File: src/rtl/pipe_pkg.sv
// pipe_pkg: shared types and constants for the RV32 5-stage pipeline hazard logic.
//   hz_state_e : hazard scheduler FSM states
//   REG_X0     : architectural zero register index
//   hz_ctl_t   : stall/flush bundle driven onto the F/D/E/M/W pipeline registers
//   HZ_*       : canned bundles for each hazard class
package pipe_pkg;

  localparam int REG_W = 5;
  localparam logic [REG_W-1:0] REG_X0 = '0;

  typedef enum logic [1:0] {
    RUN      = 2'd0,
    MD_WAIT  = 2'd1,
    MEM_WAIT = 2'd2
  } hz_state_e;

  // Field order is MSB first: stalls F..M, then flushes D..W.
  typedef struct packed {
    logic stall_f;
    logic stall_d;
    logic stall_e;
    logic stall_m;
    logic flush_d;
    logic flush_e;
    logic flush_m;
    logic flush_w;
  } hz_ctl_t;

  localparam hz_ctl_t HZ_NONE = '0;

  // Data memory wait: freeze F..M, bubble into W.
  localparam hz_ctl_t HZ_MEM = '{stall_f: 1'b1, stall_d: 1'b1, stall_e: 1'b1,
                                 stall_m: 1'b1, flush_w: 1'b1, default: 1'b0};

  // Mul/div in EX: freeze F..E, bubble into M.
  localparam hz_ctl_t HZ_MD = '{stall_f: 1'b1, stall_d: 1'b1, stall_e: 1'b1,
                                flush_m: 1'b1, default: 1'b0};

  // Redirect from EX: squash the two younger instructions.
  localparam hz_ctl_t HZ_BR = '{flush_d: 1'b1, flush_e: 1'b1, default: 1'b0};

  // Load-use: hold F/D one cycle, bubble into E.
  localparam hz_ctl_t HZ_LU = '{stall_f: 1'b1, stall_d: 1'b1, flush_e: 1'b1,
                                default: 1'b0};

endpackage

File: src/rtl/hazard_lu_detect.sv
// hazard_lu_detect: combinational load-use compare of the EX destination
// against every source operand of the ID instruction. Shared with the
// core's issue check.
//   rs     : ID source register indices, one per source slot
//   rs_use : ID instruction actually reads the slot
//   rd     : EX destination register
//   load   : EX instruction is a load
//   hazard : at least one read source depends on the in-flight load
module hazard_lu_detect
  import pipe_pkg::*;
#(
  parameter int NUM_SRC = 2
) (
  input  logic [NUM_SRC-1:0][REG_W-1:0] rs,
  input  logic [NUM_SRC-1:0]            rs_use,
  input  logic [REG_W-1:0]              rd,
  input  logic                          load,
  output logic                          hazard
);

  logic [NUM_SRC-1:0] hit;

  for (genvar i = 0; i < NUM_SRC; i++) begin : g_src
    assign hit[i] = rs_use[i] && (rs[i] == rd);
  end

  // x0 is hardwired zero, so a load "to" it never produces a dependency.
  assign hazard = load && (rd != REG_X0) && (|hit);

endmodule

File: src/rtl/hazard_ctrl.sv
// hazard_ctrl: central stall/flush scheduler for the 5-stage RV32 pipeline.
// Detects load-use hazards, freezes the pipe for multi-cycle mul/div in EX
// and for data-memory wait states in MEM, and issues redirect flushes.
//
// Ports:
//   clk, rst_n                 clock, async active-low reset
//   rs1d/rs2d, rs1d_use/rs2d_use  ID sources and their use flags
//   rde, load_e                EX destination and load flag
//   branch_taken_e             EX redirect
//   md_start_e, md_done        mul/div launch / result-valid pulses
//   mem_req_m, dmem_ready      MEM access and data-memory completion
//   stall_f/d/e/m              hold pipeline registers
//   flush_d/e/m/w              load bubbles into pipeline registers
//   md_busy                    FSM is in MD_WAIT
//   md_timeout                 sticky: mul/div exceeded MD_MAX_CYC
//   perf_lu_cnt/perf_md_cnt/perf_mem_cnt  stall-cycle counters, only when
//                              HAZARD_PERF_EN is defined
//
// Optional feature macro: HAZARD_PERF_EN.
// CNT_W must satisfy 2**CNT_W > MD_MAX_CYC.
module hazard_ctrl
  import pipe_pkg::*;
#(
  parameter int MD_MAX_CYC = 40,
  parameter int CNT_W      = 6
) (
  input  logic             clk,
  input  logic             rst_n,
  input  logic [REG_W-1:0] rs1d,
  input  logic [REG_W-1:0] rs2d,
  input  logic             rs1d_use,
  input  logic             rs2d_use,
  input  logic [REG_W-1:0] rde,
  input  logic             load_e,
  input  logic             branch_taken_e,
  input  logic             md_start_e,
  input  logic             md_done,
  input  logic             mem_req_m,
  input  logic             dmem_ready,
  output logic             stall_f,
  output logic             stall_d,
  output logic             stall_e,
  output logic             stall_m,
  output logic             flush_d,
  output logic             flush_e,
  output logic             flush_m,
  output logic             flush_w,
  output logic             md_busy,
  output logic             md_timeout
`ifdef HAZARD_PERF_EN
  ,
  output logic [31:0]      perf_lu_cnt,
  output logic [31:0]      perf_md_cnt,
  output logic [31:0]      perf_mem_cnt
`endif
);

  localparam logic [CNT_W-1:0] MD_MAX = CNT_W'(MD_MAX_CYC);
  localparam logic [CNT_W-1:0] CNT_ONE = CNT_W'(1);

  hz_state_e        state, state_nxt;
  logic [CNT_W-1:0] cnt, cnt_nxt;
  logic             md_pend, md_pend_nxt;   // mul/div launched, not yet retired
  logic             md_seen, md_seen_nxt;   // md_done arrived while frozen on memory
  logic             tmo_set;
  logic             lu_haz, lu_stall;
  logic             mem_stall, md_fin;
  hz_ctl_t          ctl, ctl_o;

  hazard_lu_detect #(.NUM_SRC(2)) u_lu (
    .rs     ({rs2d, rs1d}),
    .rs_use ({rs2d_use, rs1d_use}),
    .rd     (rde),
    .load   (load_e),
    .hazard (lu_haz)
  );

  assign mem_stall = mem_req_m && !dmem_ready;
  assign md_fin    = md_done || md_seen;

  always_comb begin
    ctl         = HZ_NONE;
    state_nxt   = state;
    cnt_nxt     = cnt;
    md_pend_nxt = md_pend;
    md_seen_nxt = md_seen;
    lu_stall    = 1'b0;
    case (state)
      RUN: begin
        if (mem_stall) begin
          ctl       = HZ_MEM;
          state_nxt = MEM_WAIT;
          // The start pulse is single-cycle; remember it so the op is
          // resumed once memory releases the pipe.
          if (md_start_e) begin
            md_pend_nxt = 1'b1;
            cnt_nxt     = CNT_ONE;
          end
        end else if (md_start_e) begin
          ctl         = HZ_MD;
          state_nxt   = MD_WAIT;
          md_pend_nxt = 1'b1;
          cnt_nxt     = CNT_ONE;
        end else if (branch_taken_e) begin
          // ID instruction is squashed, so any load-use on it is moot.
          ctl = HZ_BR;
        end else if (lu_haz) begin
          ctl      = HZ_LU;
          lu_stall = 1'b1;
        end
        // A stray md_done here has no pending op and is ignored.
      end
      MD_WAIT: begin
        if (mem_stall) begin
          ctl       = HZ_MEM;
          state_nxt = MEM_WAIT;
          if (md_done) md_seen_nxt = 1'b1;
        end else if (md_fin) begin
          state_nxt   = RUN;
          md_pend_nxt = 1'b0;
          md_seen_nxt = 1'b0;
          cnt_nxt     = '0;
        end else begin
          ctl = HZ_MD;
          if (cnt != MD_MAX) cnt_nxt = cnt + CNT_ONE;
        end
      end
      MEM_WAIT: begin
        if (md_done && md_pend) md_seen_nxt = 1'b1;
        if (!dmem_ready) begin
          ctl = HZ_MEM;
        end else if (md_pend) begin
          state_nxt = MD_WAIT;
          // Result not in yet: keep the mul/div held in EX across the
          // hand-back so it is not released a cycle early.
          if (!md_fin) ctl = HZ_MD;
        end else begin
          state_nxt = RUN;
        end
      end
      default: state_nxt = RUN;
    endcase
  end

  // Flag as soon as the wait counter would read MD_MAX with the op outstanding.
  assign tmo_set = md_pend_nxt && (cnt_nxt == MD_MAX);

  always_ff @(posedge clk or negedge rst_n) begin
    if (!rst_n) begin
      state      <= RUN;
      cnt        <= '0;
      md_pend    <= 1'b0;
      md_seen    <= 1'b0;
      md_timeout <= 1'b0;
    end else begin
      state   <= state_nxt;
      cnt     <= cnt_nxt;
      md_pend <= md_pend_nxt;
      md_seen <= md_seen_nxt;
      if (tmo_set) md_timeout <= 1'b1;
    end
  end

  // Outputs drop the instant reset asserts, independent of the inputs.
  assign ctl_o   = rst_n ? ctl : HZ_NONE;
  assign stall_f = ctl_o.stall_f;
  assign stall_d = ctl_o.stall_d;
  assign stall_e = ctl_o.stall_e;
  assign stall_m = ctl_o.stall_m;
  assign flush_d = ctl_o.flush_d;
  assign flush_e = ctl_o.flush_e;
  assign flush_m = ctl_o.flush_m;
  assign flush_w = ctl_o.flush_w;
  assign md_busy = (state == MD_WAIT);

`ifdef HAZARD_PERF_EN
  always_ff @(posedge clk or negedge rst_n) begin
    if (!rst_n) begin
      perf_lu_cnt  <= '0;
      perf_md_cnt  <= '0;
      perf_mem_cnt <= '0;
    end else begin
      if (lu_stall)            perf_lu_cnt  <= perf_lu_cnt + 32'd1;
      if (state == MD_WAIT)    perf_md_cnt  <= perf_md_cnt + 32'd1;
      if (state == MEM_WAIT)   perf_mem_cnt <= perf_mem_cnt + 32'd1;
    end
  end
`endif

endmodule

File: config.mk
export PLATFORM = sky130hd
export DESIGN_NAME = hazard_ctrl
export DESIGN_NICKNAME = d
export VERILOG_FILES = /design/src/rtl/pipe_pkg.sv /design/src/rtl/hazard_lu_detect.sv /design/src/rtl/hazard_ctrl.sv
export SDC_FILE = /design/constraint.sdc
export NUM_CORES = 1
export LEC_CHECK = 0
export BUFFER_PORTS_ARGS = -buffer_cell sky130_fd_sc_hd__buf_2
export CAP_MARGIN = 30
export CORE_AREA = 5 5 50 52
export CTS_CLUSTER_SIZE = 10
export DETAILED_ROUTE_END_ITERATION = 12
export DIE_AREA = 0 0 55 57
export HOLD_SLACK_MARGIN = 0.08
export PLACE_DENSITY = 0.79
export RECOVER_POWER = 50
export SLEW_MARGIN = 20
export SYNTH_ARGS = -nofsm -noshare
export SYNTH_HDL_FRONTEND = slang
export SYNTH_HIERARCHICAL = 1
export SYNTH_SLANG_ARGS = --single-unit
File: constraint.sdc
create_clock -name clk -period 2.7 [get_ports clk]
set_clock_uncertainty 0.1 [all_clocks]
set_input_delay 0.27 -clock clk [delete_from_list [all_inputs] [get_ports clk]]
set_output_delay 0.27 -clock clk [all_outputs]
set_load 0.02 [all_outputs]
---- Yosys cells after proc, flatten, opt, wreduce, memory -nomap -nowiden ----
Cells that the tools add are included.
word-level totals
  flip-flop bits (word level) ............. 11
  input bits .............................. 25
operators by class
  add/subtract/negate cells ............... 1
  equal/unequal tests ..................... 11
  mux-type cells .......................... 31
  reductions and logical operators ........ 15
operators with widths
  operator               number
  $mux W8                9
  $mux W6                4
  $pmux W8 S3            1
  $pmux W6 S2            1
  $eq A5 B5 Y1           2
  $mux W2                5
  $mux W1                8
  $logic_and A1 B1 Y1    7
  $add A6 B1 Y6 const B  1
  $eq A6 B6 Y1 const B   1
  $ne A3 B3 Y1 const B   2
  $ne A6 B6 Y1 const B   1
  $pmux W2 S3            1
  $reduce_bool A5 Y1     1
  $ne A2 B2 Y1 const B   2
  $pmux W1 S2            2
  $reduce_and A4 Y1      1
  $ne A3 B1 Y1 const B   1
  $reduce_and A3 Y1      1
  $eq A2 B1 Y1 const B   1
  $eq A2 B2 Y1 const B   1
  $logic_not A2 Y1       1
  $reduce_bool A2 Y1     1
  $reduce_or A2 Y1       1
  2 further kinds        2

---- Depth between registers and ports, before layout ----
Gate-level depths: netlist of run 1.
  depth after elaboration ................. 10
  depth in mapped cells ................... 7
  gate-level depth less buffers ........... 7

---- Modules after synthesis ----
The synthesis of run 1 kept the hierarchy.
modules (own cells, without submodules)
  module            instances  cells an instance  area an instance (µm²)
  hazard_ctrl       1          100                829.5
  hazard_lu_detect  1          17                 133.9

---- Worst setup path after synthesis of run 1 ----
No wires, ideal clock.
  path type ............................... in2out
  start point ............................. in mem_req_m
  end point ............................... out stall_f
  arrival time ............................ 1,582 ps
  slack ................................... 748 ps
  stages .................................. 7
  buffers on the path ..................... 2
  path through ............................ nor2b_2 buf_6 nor2_1 o21ai_0 o211a_1 a41o_1 buf_4
on the way
  cells in the longest elaborated chain, start to end .. 4
ends and longest elaborated chain
  what                               line                                   source
  start: declaration                 hazard_ctrl.sv:38                      input logic mem_req_m,
  $logic_and A1 B1 Y1 (*)            hazard_ctrl.sv:78                      assign mem_stall = mem_req_m && !dmem_ready;
  $mux W8, on equally long branches  hazard_ctrl.sv:114, hazard_ctrl.sv:90
  $pmux W8 S3 (*)                    hazard_ctrl.sv:88                      case (state)
  $mux W8 (*)                        hazard_ctrl.sv:165                     assign ctl_o = rst_n ? ctl : HZ_NONE;
  end: declaration                   hazard_ctrl.sv:40                      output logic stall_f,
Mark *: on every way between the ends. The rest lies on a longest branch, timed or not.

---- Worst setup path in the final report of run 1 ----
  start point ............................. reg state[1]
  end point ............................... out stall_f
on the way
  cells in the longest elaborated chain, start to end .. 3
ends and longest elaborated chain
  what                                        line                source
  start: declaration                          hazard_ctrl.sv:61   hz_state_e state, state_nxt;
  start signal: assignment                    hazard_ctrl.sv:156  state <= state_nxt;
  $eq A2 B2 Y1, or another cell as far along  hazard_ctrl.sv:88
  $pmux W8 S3 (*)                             hazard_ctrl.sv:88
  $mux W8 (*)                                 hazard_ctrl.sv:165
Marked as above.

==> results of run 1 <==
==> cell families after synthesis <==
group | count (synthesis)
buffers and inverters | 14
DFF | 11
xor gates and xnor gates | 11
and+or+nand+nor | 43
adders and majority gates | 2
AOI/OAI and AO/OA | 36
==> where the power goes <==
| group | total [mW] | switching [mW] | internal [mW] |
|---|---|---|---|
| sequential | 0.242 | 0.0487 | 0.193 |
| clock | 0.118 | 0.0605 | 0.0574 |
| combinational | 0.242 | 0.139 | 0.103 |
| total | 0.601 | 0.248 | 0.353 |
==> state kept, by name (all words and copies together), names as in the netlist <==
| register | cells |
|---|---|
| cnt | 6 |
| state | 2 |
| md_pend | 1 |
| md_seen | 1 |
| md_timeout | 1 |
==> metrics by stage <==
| stage | util (%) | instances | area [um2] | power [mW] | setup slack [ns] |
|---|---|---|---|---|---|
| after global routing | 56.46 | 179 | 1165 | 0.6443 | 0.3794 |
| after detailed placement | 54.76 | 174 | 1130 | 0.4829 | 0.7580 |
| final | 56.46 | 179 | 1165 | 0.6012 | 0.5113 |
| after CTS | 56.52 | 179 | 1166 | 0.5980 | 0.5353 |
| after floorplan | - | 117 | 963.4 | 0.4107 | 0.7476 |
| after global placement | 54.76 | 174 | 1130 | 0.4745 | 0.7949 |
==> area by class of cell <==
class | count | area [um2] | area share (%)
well taps | 28 | 35.03 | 3.008
repair buffers | 35 | 178.9 | 15.36
clock buffers | 4 | 26.28 | 2.256
flip-flops and latches | 11 | 275.3 | 23.63
multi-input cells | 92 | 615.6 | 52.85
inverters | 9 | 33.78 | 2.900
==> worst max-delay path, stage by stage (launching register included) <==
cell and delay [ns]:
dfrtp_1 0.50, nor2_1 0.36, o21ai_0 0.16, o211a_1 0.16
a41o_1 0.21, buf_2 0.16
==> cell usage in the layout, fill, tap and decap left out, types with 2 or more instances in the layout <==
master,Yosys,routed
buf_2,1,33
dfrtp_1,11,11
nand2_1,10,10
inv_1,9,9
nor2_1,9,9
a21oi_1,9,9
xor2_1,8,8
nand3_1,6,6
o21ai_0,5,5
and3_1,4,4
xnor2_1,3,3
clkbuf_4,0,3
nor2b_1,2,2
o211ai_1,2,2
o22ai_1,2,2
o31ai_1,2,2
a21o_1,2,2
a22oi_1,2,2
a31oi_1,2,2
or4_1,2,2
a41o_1,2,2
ha_1,2,2
clkbuf_1,0,2
==> final timing paths <==
kind | from | end | cells past startpoint
max in group asynchronous | rst_n | cnt[4] | 2
max | state[1] | stall_f | 5
min reg2reg | md_timeout | md_timeout | 1
min | dmem_ready | state[1] | 2
max reg2reg | state[0] | md_timeout | 5
min in group asynchronous | rst_n | cnt[1] | 2
==> cells in the mapped netlist, types with 3 or more instances <==
master	n
buf_4	3
inv_1	9
dfrtp_1	11
o21ai_0	5
and3_1	4
xor2_1	8
nand2_1	10
nor2_1	9
a21oi_1	9
nand3_1	6
xnor2_1	3
==> metal layers <==
layer / wire [um] / GRT usage [%] / part of all wire [%] / up-vias
met4: 19 / 5.208 / 0.75 / 0
met5: 0 / 0 / 0 / -
met1: 1019 / 23.53 / 40 / 469
met3: 154 / 2.872 / 6.1 / 4
met2: 1349 / 29.39 / 53 / 42
li1: - / - / - / 494
==> results.yml, run 1 <==
clock_tree:
  max-clock-path-buffers: 2
  ctsResizeCount: 0
  clkSinkCount: 11
  cts_setup_buffers: 0
  cts-htree-levels: 1
  clkLatencyLatePin_ns: 0.28
  numCtsBuffers: 3
  holdBufCountCts: 1
  cts_tree: "built"
  cts_root_buf: "clkbuf_4"
  clkTransAtPathRegs_ns: 0.07
synthesis:
  yosys.area.top_type: "dfrtp_1"
  synth.area.mux_share_pct: 0
  syn-num-nets: 144
  yosys.area_share.adder_pct: 2.597
  ys_seq_area_share_pct: 28.57
  synth_xor_area_share_pct: 10.00
  synth_top_cell_area_share_pct: 28.57
  yosys.cell_types.count: 41
  synth_area_leaders: "dfrtp_1 29%, xor2_1 7.3%, a21oi_1 4.7%"
  postSynth.asyncResetShare_pct: 100.0
  yosys.area_share.simple_pct: 25.71
  synth_ff_type: "dfrtp_1"
  yosys_warnings: 6
  netlist_instances: 117
  avgSynthCellArea_um2: 8.234
  syn_area_um2: 963.4
  ys_ff_latch: 11
  synth_top_family_by_area: "simple AND/OR/NAND/NOR gates"
  synth_compound_area_share_pct: 25.58
  synth_edf_count: 0
global_route:
  grt_max_degree: 18
  grt-ovfl-total: 0
  grt_use_total_pct: 17.83
  grt_pass1_wl_mm: 4.257
  grt_pass1_vias: 940
  antenna_found_initial: 0
setup_path:
  cp-start-kind: "register"
  critPathMaxFanout: 10
  rrSetupSlack_ns: 0.75
  arrival_ns: 1.82
  required_ns: 2.33
  end_kind: "output pin"
  path_class: "register to output pin"
pwr:
  power_density_nw_per_um2: 516.1
  irDropWorstVdd_mv: 0.3519
  power_leakage_nw: 0.5617
sta:
  setup_violations: 0
  tightest_slew_ns: 0.4422
  fin_crit_ns: 2.189
  drv_slew: 0
  tns_ns: 0
  fmax_mhz: 456.9
  hold_viol: 0
  rsz0062_at_grt: "false"
  hold_ws_ns: 0.1239
  slew_headroom_pct: 70.41
  min_period_over_period_pct: 81.06
floorplanning:
  core_um2: 2063
  fp.dieH_um: 57
  start_util_pct: 46.69
  dieArea_um2: 3135
  ios: 35
  die_x_um: 55
  rows: 17
route:
  wl_per_cell_um: 14.21
  ant_nets: 0
  drt_wl_total_mm: 2.543
  vias_per_cell: 5.637
  vias: 1009
  drc: 0
  drt_iter0_markers: 46
  dr.pass1.iters: 6
finish:
  syn_to_final_growth_pct: 20.91
  final_nets: 179
  fill_cells: 201
  antenna_cells: 0
  drive_gt1_share_pct: 26.49
placement:
  gp_congestion: 0.9170
  port_buffers: 34
  dp.final_hpwl_mm: 2.005
run_status:
  run_status: "completed"
run:
  drv_cap: 0
hold_path:
  min_path_type: "input port to register"
Power figures use the tool's default switching activity.
==> run 2: changes to the inputs <==
Settings changed: ABC_AREA from default to 1, CORE_AREA 5 5 50 52 to 5 5 53 55, DIE_AREA 0 0 55 57 to 0 0 58 60, PLACE_DENSITY 0.79 to 0.76.
Clock period 2.7 ns to 2.3 ns, I/O delays scaled along.
==> run 2 against run 1 <==
  * Worst hold slack better by 0.082 ns
  * Utilization is 0.74 points lower
  * Via count is 24% higher
  * Synthesized cell count is 64% higher
==> results.yml, run 2 <==
route:
  drc: 0
  drt_iter0_markers: 29
  dr.pass1.iters: 5
  highest_layer: "met4"
  ant_nets: 0
  drt-met1-wl_mm: 1.103
  route.met2.wl_mm: 1.341
  met3_length_um: 132
  vias: 1251
  vias_per_cell: 4.830
  drt_wl_total_mm: 2.593
  wl_per_cell_um: 10.01
placement:
  gp_congestion: 0.8705
  place_ws_ns: 0.5287
  port_buffers: 34
  dp.final_hpwl_mm: 2.160
synthesis:
  yosys.cell_types.count: 25
  synth_xor_area_share_pct: 0.8111
  syn-num-nets: 219
  yosys.area_share.adder_pct: 2.317
  synth_edf_count: 0
  postSynth.asyncResetShare_pct: 100.0
  synth_ff_type: "dfrtp_1"
  avgSynthCellArea_um2: 5.624
  synth_top_family_by_area: "simple AND/OR/NAND/NOR gates"
  ys_ff_latch: 11
  yosys.area.top_type: "dfrtp_1"
  synth_top_cell_area_share_pct: 25.49
  synth_common_cells: "64 x nand2_1, 33 x inv_1, 25 x nor2_1"
  synth.most_common_cell: "nand2_1"
  ys_seq_area_share_pct: 25.49
  netlist_instances: 192
  yosys.area_share.simple_pct: 45.42
  yosys_warnings: 6
  synth_area_leaders: "dfrtp_1 25%, nand2_1 22%, inv_1 11%"
  syn_area_um2: 1080
  synth.area.mux_share_pct: 0
  synth_compound_area_share_pct: 11.01
sta:
  layout_setup_ws_ns: 0.2230
  tightest_slew_ns: 0.2993
  min_period_over_period_pct: 90.31
  slew_headroom_pct: 79.97
  fmax_mhz: 481.5
  fin_crit_ns: 2.077
  rsz0062_at_grt: "false"
  hold_viol: 0
  drv_slew: 0
  setup_violations: 0
  tns_ns: 0
finish:
  drive_gt1_share_pct: 20.96
  final_common_cell: "nand2_1"
  antenna_cells: 0
  syn_to_final_growth_pct: 20.86
  final_nets: 257
  layout_top_registers: "cnt x6, state x2"
  post-route-util_pct: 55.72
  layout_common_cells: "64 x nand2_1, 34 x inv_1, 33 x buf_2"
  largest_reg_flops: 6
  largest_register: "cnt"
floorplanning:
  core_um2: 2342
  rows: 18
  dieArea_um2: 3480
  ios: 35
  die_x_um: 58
  start_util_pct: 46.10
  fp.dieH_um: 60
pwr:
  power_mw: 0.8166
  clkPwrFrac_pct: 15.9
  power_density_nw_per_um2: 625.8
  power_leakage_nw: 0.8207
  seqPwrFrac_pct: 35.0
  switching_share_pct: 45.32
  p_sw_mw: 0.3701
  irDropWorstVdd_mv: 0.3251
  p_int_mw: 0.4465
  power_frac_comb_pct: 49.1
hold_path:
  min_path_type: "input port to register"
setup_path:
  path_class: "register to output pin"
  end_kind: "output pin"
  required_ns: 1.97
  cp-start-kind: "register"
  critPathMaxFanout: 7
  arrival_ns: 1.75
global_route:
  grt_use_total_pct: 16.30
  grt_pass1_wl_mm: 4.485
  antenna_found_initial: 0
  grt-ovfl-total: 0
  grt_max_degree: 14
  grt_pass1_vias: 1156
clock_tree:
  cts-htree-levels: 1
  cts_root_buf: "clkbuf_4"
  numCtsBuffers: 3
  clkLatencyLatePin_ns: 0.27
  cts_tree: "built"
  clkTransAtPathRegs_ns: 0.07
  clkSinkCount: 11
  max-clock-path-buffers: 2
run:
  drv_cap: 0
run_status:
  run_status: "completed"
[run 2: changes by cell type after synthesis, sizes merged, moves of 4 or more]
cell   delta
nand2    +57
inv      +30
o21ai     +4
nor2     +19
and3      -4
xor2      -7
nand3    +11
[run 2: cell families (layout without fill, tap and decap cells)]
logic type / Yosys count / after routing
compound gates: 21 / 21
xor+xnor: 1 / 1
fa+ha+maj: 2 / 2
buf+inv: 41 / 78
flops: 11 / 11
simple gates: 116 / 116
[run 2: metrics by stage]
| step | area (um2) | hold WS [ns] | instances |
|---|---|---|---|
| floorplan | 1080 | -0.1656 | 192 |
| global placement | 1272 | 0.02726 | 254 |
| detailed placement | 1272 | 0.02924 | 254 |
| CTS | 1309 | 0.2031 | 259 |
| global route | 1305 | 0.2299 | 259 |
| finish | 1305 | 0.2061 | 259 |
[run 2: worst paths after layout]
check                                  end  depth (start not counted)       start  slack (ns)
min in group asynchronous         state[0]                          2       rst_n        0.28
worst min register to register  md_timeout                          2  md_timeout        0.38
worst min-delay path              state[0]                          3  dmem_ready        0.21
worst max register to register  md_timeout                         13      cnt[1]        0.58
worst max-delay path               stall_d                          7    state[1]        0.22
max in group asynchronous           cnt[2]                          2       rst_n        1.60
[run 2: critical path, cell delays in order, from the launching register on]
cell and delay (ns):
dfrtp_1 0.47, inv_2 0.07, nor2_1 0.25, nand3_1 0.15
a31oi_1 0.24, nor2_1 0.06, inv_1 0.07, buf_2 0.17
[run 2: power groups by stage]
stage / Combinational [mW] / Clock (mW) / Sequential (mW)
floorplan: 0.303 / 0 / 0.277
global placement: 0.403 / 0 / 0.289
detailed placement: 0.406 / 0 / 0.290
CTS: 0.408 / 0.135 / 0.286
global route: 0.457 / 0.145 / 0.291
finish: 0.401 / 0.130 / 0.286
[run 2: timing repair]
item,4_1_cts,5_1_grt
hold buffers,1,0
resized for setup,0,0
setup buffers,0,0
hold endpoints to repair,11,0
[run 2: layer usage]
metal / up-vias / global-route usage (%)
met1: 550 / 18.13
met3: 2 / 1.944
li1: 663 / -
met2: 36 / 31.13
met5: - / 0
met4: 0 / 6.623
[run 2: final cells by class]
type	instances	area, um2
clock buffers	4	26.28
well taps	30	37.54
flip-flops and latches	11	275.3
multi-input cells	140	640.6
fillers	260	1037
inverters	39	146.4
repair buffers	35	178.9
==> run 3: changes to the inputs <==
--- a/constraint.sdc
+++ b/constraint.sdc
@@ -4,2 +4,2 @@
 set_output_delay 0.23 -clock clk [all_outputs]
-set_load 0.02 [all_outputs]
+set_load 0.005 [all_outputs]
==> run 3 against run 2 <==
  * Combinational power is 8.2% lower
  * Maximum frequency up 2.5%
  * Non-clock buffer count is the same
  * Clock-buffer cell count unchanged
  * Global-route usage fell by 0.59 points
  * Sequential share of layout area unchanged
  * Die area unchanged
  * Utilization stayed put
  * Clock power about the same
  * Total power fell by 4.0%
  * Register-to-register slack gained 0.02 ns
  * Critical path type unchanged
  * Highest routed layer unchanged
==> results.yml, run 3 (synthesis gave the netlist of run 2 again) <==
global_route:
  grt-ovfl-total: 0
  antenna_found_initial: 0
  met1_usage_pct: 17.08
  grt_max_degree: 14
  grt_pass1_wl_mm: 4.298
  use_met2_pct: 30.00
  grt_pass1_vias: 1103
  grt_use_total_pct: 15.71
  grt_util_met3_pct: 1.944
  busiest_layer: "met2"
finish:
  layout_top_registers: "cnt x6, state x2"
  drive_gt1_share_pct: 20.96
  layout_common_cells: "64 x nand2_1, 34 x inv_1, 33 x buf_2"
  antenna_cells: 0
  syn_to_final_growth_pct: 20.86
  largest_register: "cnt"
  largest_reg_flops: 6
  final_common_cell: "nand2_1"
  stdcell_area_um2: 1305
  final_nets: 257
route:
  vias: 1273
  drt_wl_total_mm: 2.588
  vias_per_cell: 4.915
  drt_iter0_markers: 31
  wl_per_cell_um: 9.992
  dr.pass1.iters: 4
  ant_nets: 0
  drc: 0
setup_path:
  cp_num_buf_inv: 3
  required_ns: 1.97
  reg2regPathDepth: 12
  cpMostUsedCell: "nor2_1"
  path_class: "register to output pin"
  path_cells: "inv_2 -> nor2_1 -> nand3_1 -> a31oi_1 -> nor2_1 -> inv_1 -> buf_2"
  cpPeakStageDelay_ns: 0.47
  r2r-end: "md_timeout"
  arrival_ns: 1.70
  end_kind: "output pin"
  rrSetupSlack_ns: 0.60
  critPathMaxFanout: 7
  crit_family: "simple AND/OR/NAND/NOR gates"
  regToRegStartpoint: "cnt[0]"
  cp-start-kind: "register"
  cp_slowest_cell: "dfrtp_1"
sta:
  fmax_mhz: 493.5
  min_period_over_period_pct: 88.10
  hold_viol: 0
  setup_violations: 0
  drv_slew: 0
  fin_crit_ns: 2.026
  slew_headroom_pct: 80.54
  tns_ns: 0
  tightest_slew_ns: 0.2889
  rsz0062_at_grt: "false"
clock_tree:
  clkTransAtPathRegs_ns: 0.07
  numCtsBuffers: 3
  max-clock-path-buffers: 2
  cts_root_buf: "clkbuf_4"
  cts_tree: "built"
  clkSinkCount: 11
  clkLatencyLatePin_ns: 0.27
  cts-htree-levels: 1
pwr:
  p_sw_mw: 0.3384
  power_density_nw_per_um2: 600.8
  seqPwrFrac_pct: 36.4
  clkPwrFrac_pct: 16.7
  switching_share_pct: 43.16
  power_frac_comb_pct: 46.9
  power_leakage_nw: 0.8207
  irDropWorstVdd_mv: 0.3230
  p_int_mw: 0.4456
hold_path:
  min_from: "dmem_ready"
  holdPathStages: 3
  min_delay_worst_endpoint: "state[0]"
  min_path_type: "input port to register"
placement:
  gp_congestion: 0.8705
  port_buffers: 34
  place_area_um2: 1272
  dp.final_hpwl_mm: 2.142
run:
  drv_cap: 0
run_status:
  run_status: "completed"
floorplanning:
  rows: 18
  dieArea_um2: 3480
  start_util_pct: 46.10
  ios: 35
  fp.dieH_um: 60
  core_um2: 2342
  die_x_um: 58
-- run 3: cell counts in the layout (fill, tap and decap cells not counted) --
No cell type changed its count.
-- run 3: repair_timing --
item                                   CTS  global route
endpoints found under the hold margin   11             0
gates resized for setup                  0             0
setup buffers                            0             0
hold buffers                             1             0
-- run 3: worst register-to-register path, delay by kind of cell (launching register included) --
kind / cells / cell delay [ns]
AND/OR/NAND/NOR: 8 / 0.59
flip-flops: 1 / 0.41
buffers and inverters: 2 / 0.19
AO/OA/AOI/OAI: 1 / 0.17
adder cells (fa/ha/maj): 1 / 0.16
-- run 3: worst max path at each step --
stage | from | endpoint | slack (ns) | depth (start not counted)
2_1_floorplan | state[0] | stall_f | 0.69 | 6
3_3_place_gp | rde[3] | stall_d | 0.57 | 12
3_5_place_dp | rde[3] | stall_d | 0.58 | 12
4_1_cts | rst_n | stall_d | 0.30 | 7
5_1_grt | state[1] | flush_m | 0.15 | 7
6_report | state[1] | stall_d | 0.27 | 7
-- run 3: power by group through the flow --
stage                     Clock, mW  Sequential, mW  Combinational, mW
after floorplan                   0           0.277              0.267
after global placement            0           0.289              0.367
after detailed placement          0           0.289              0.369
after CTS                     0.136           0.285              0.372
after global routing          0.145           0.289              0.418
final                         0.131           0.285              0.368
-- run 3: final cells by class --
type                    instances  area [um2]
inverters                      39       146.4
clock buffers                   4       26.28
fillers                       261        1037
well taps                      30       37.54
flip-flops and latches         11       275.3
repair buffers                 35       178.9
multi-input cells             140       640.6
-- run 3: stage by stage --
step	power (mW)	hold WS (ns)	util (%)	worst slack, ns	cells
floorplan	0.5437	-0.1656	-	0.6943	192
global placement	0.6554	0.02725	54.33	0.5650	254
detailed placement	0.6578	0.02427	54.33	0.5810	254
CTS	0.7927	0.2008	55.88	0.3002	259
global route	0.8521	0.2301	55.72	0.1471	259
finish	0.7841	0.2014	55.72	0.2737	259
-- run 3: per-layer routing --
layer	wire length [um]	up-vias
li1	-	661
met1	1079	571
met2	1325	34
met3	123	7
met4	60	0
met5	0	-
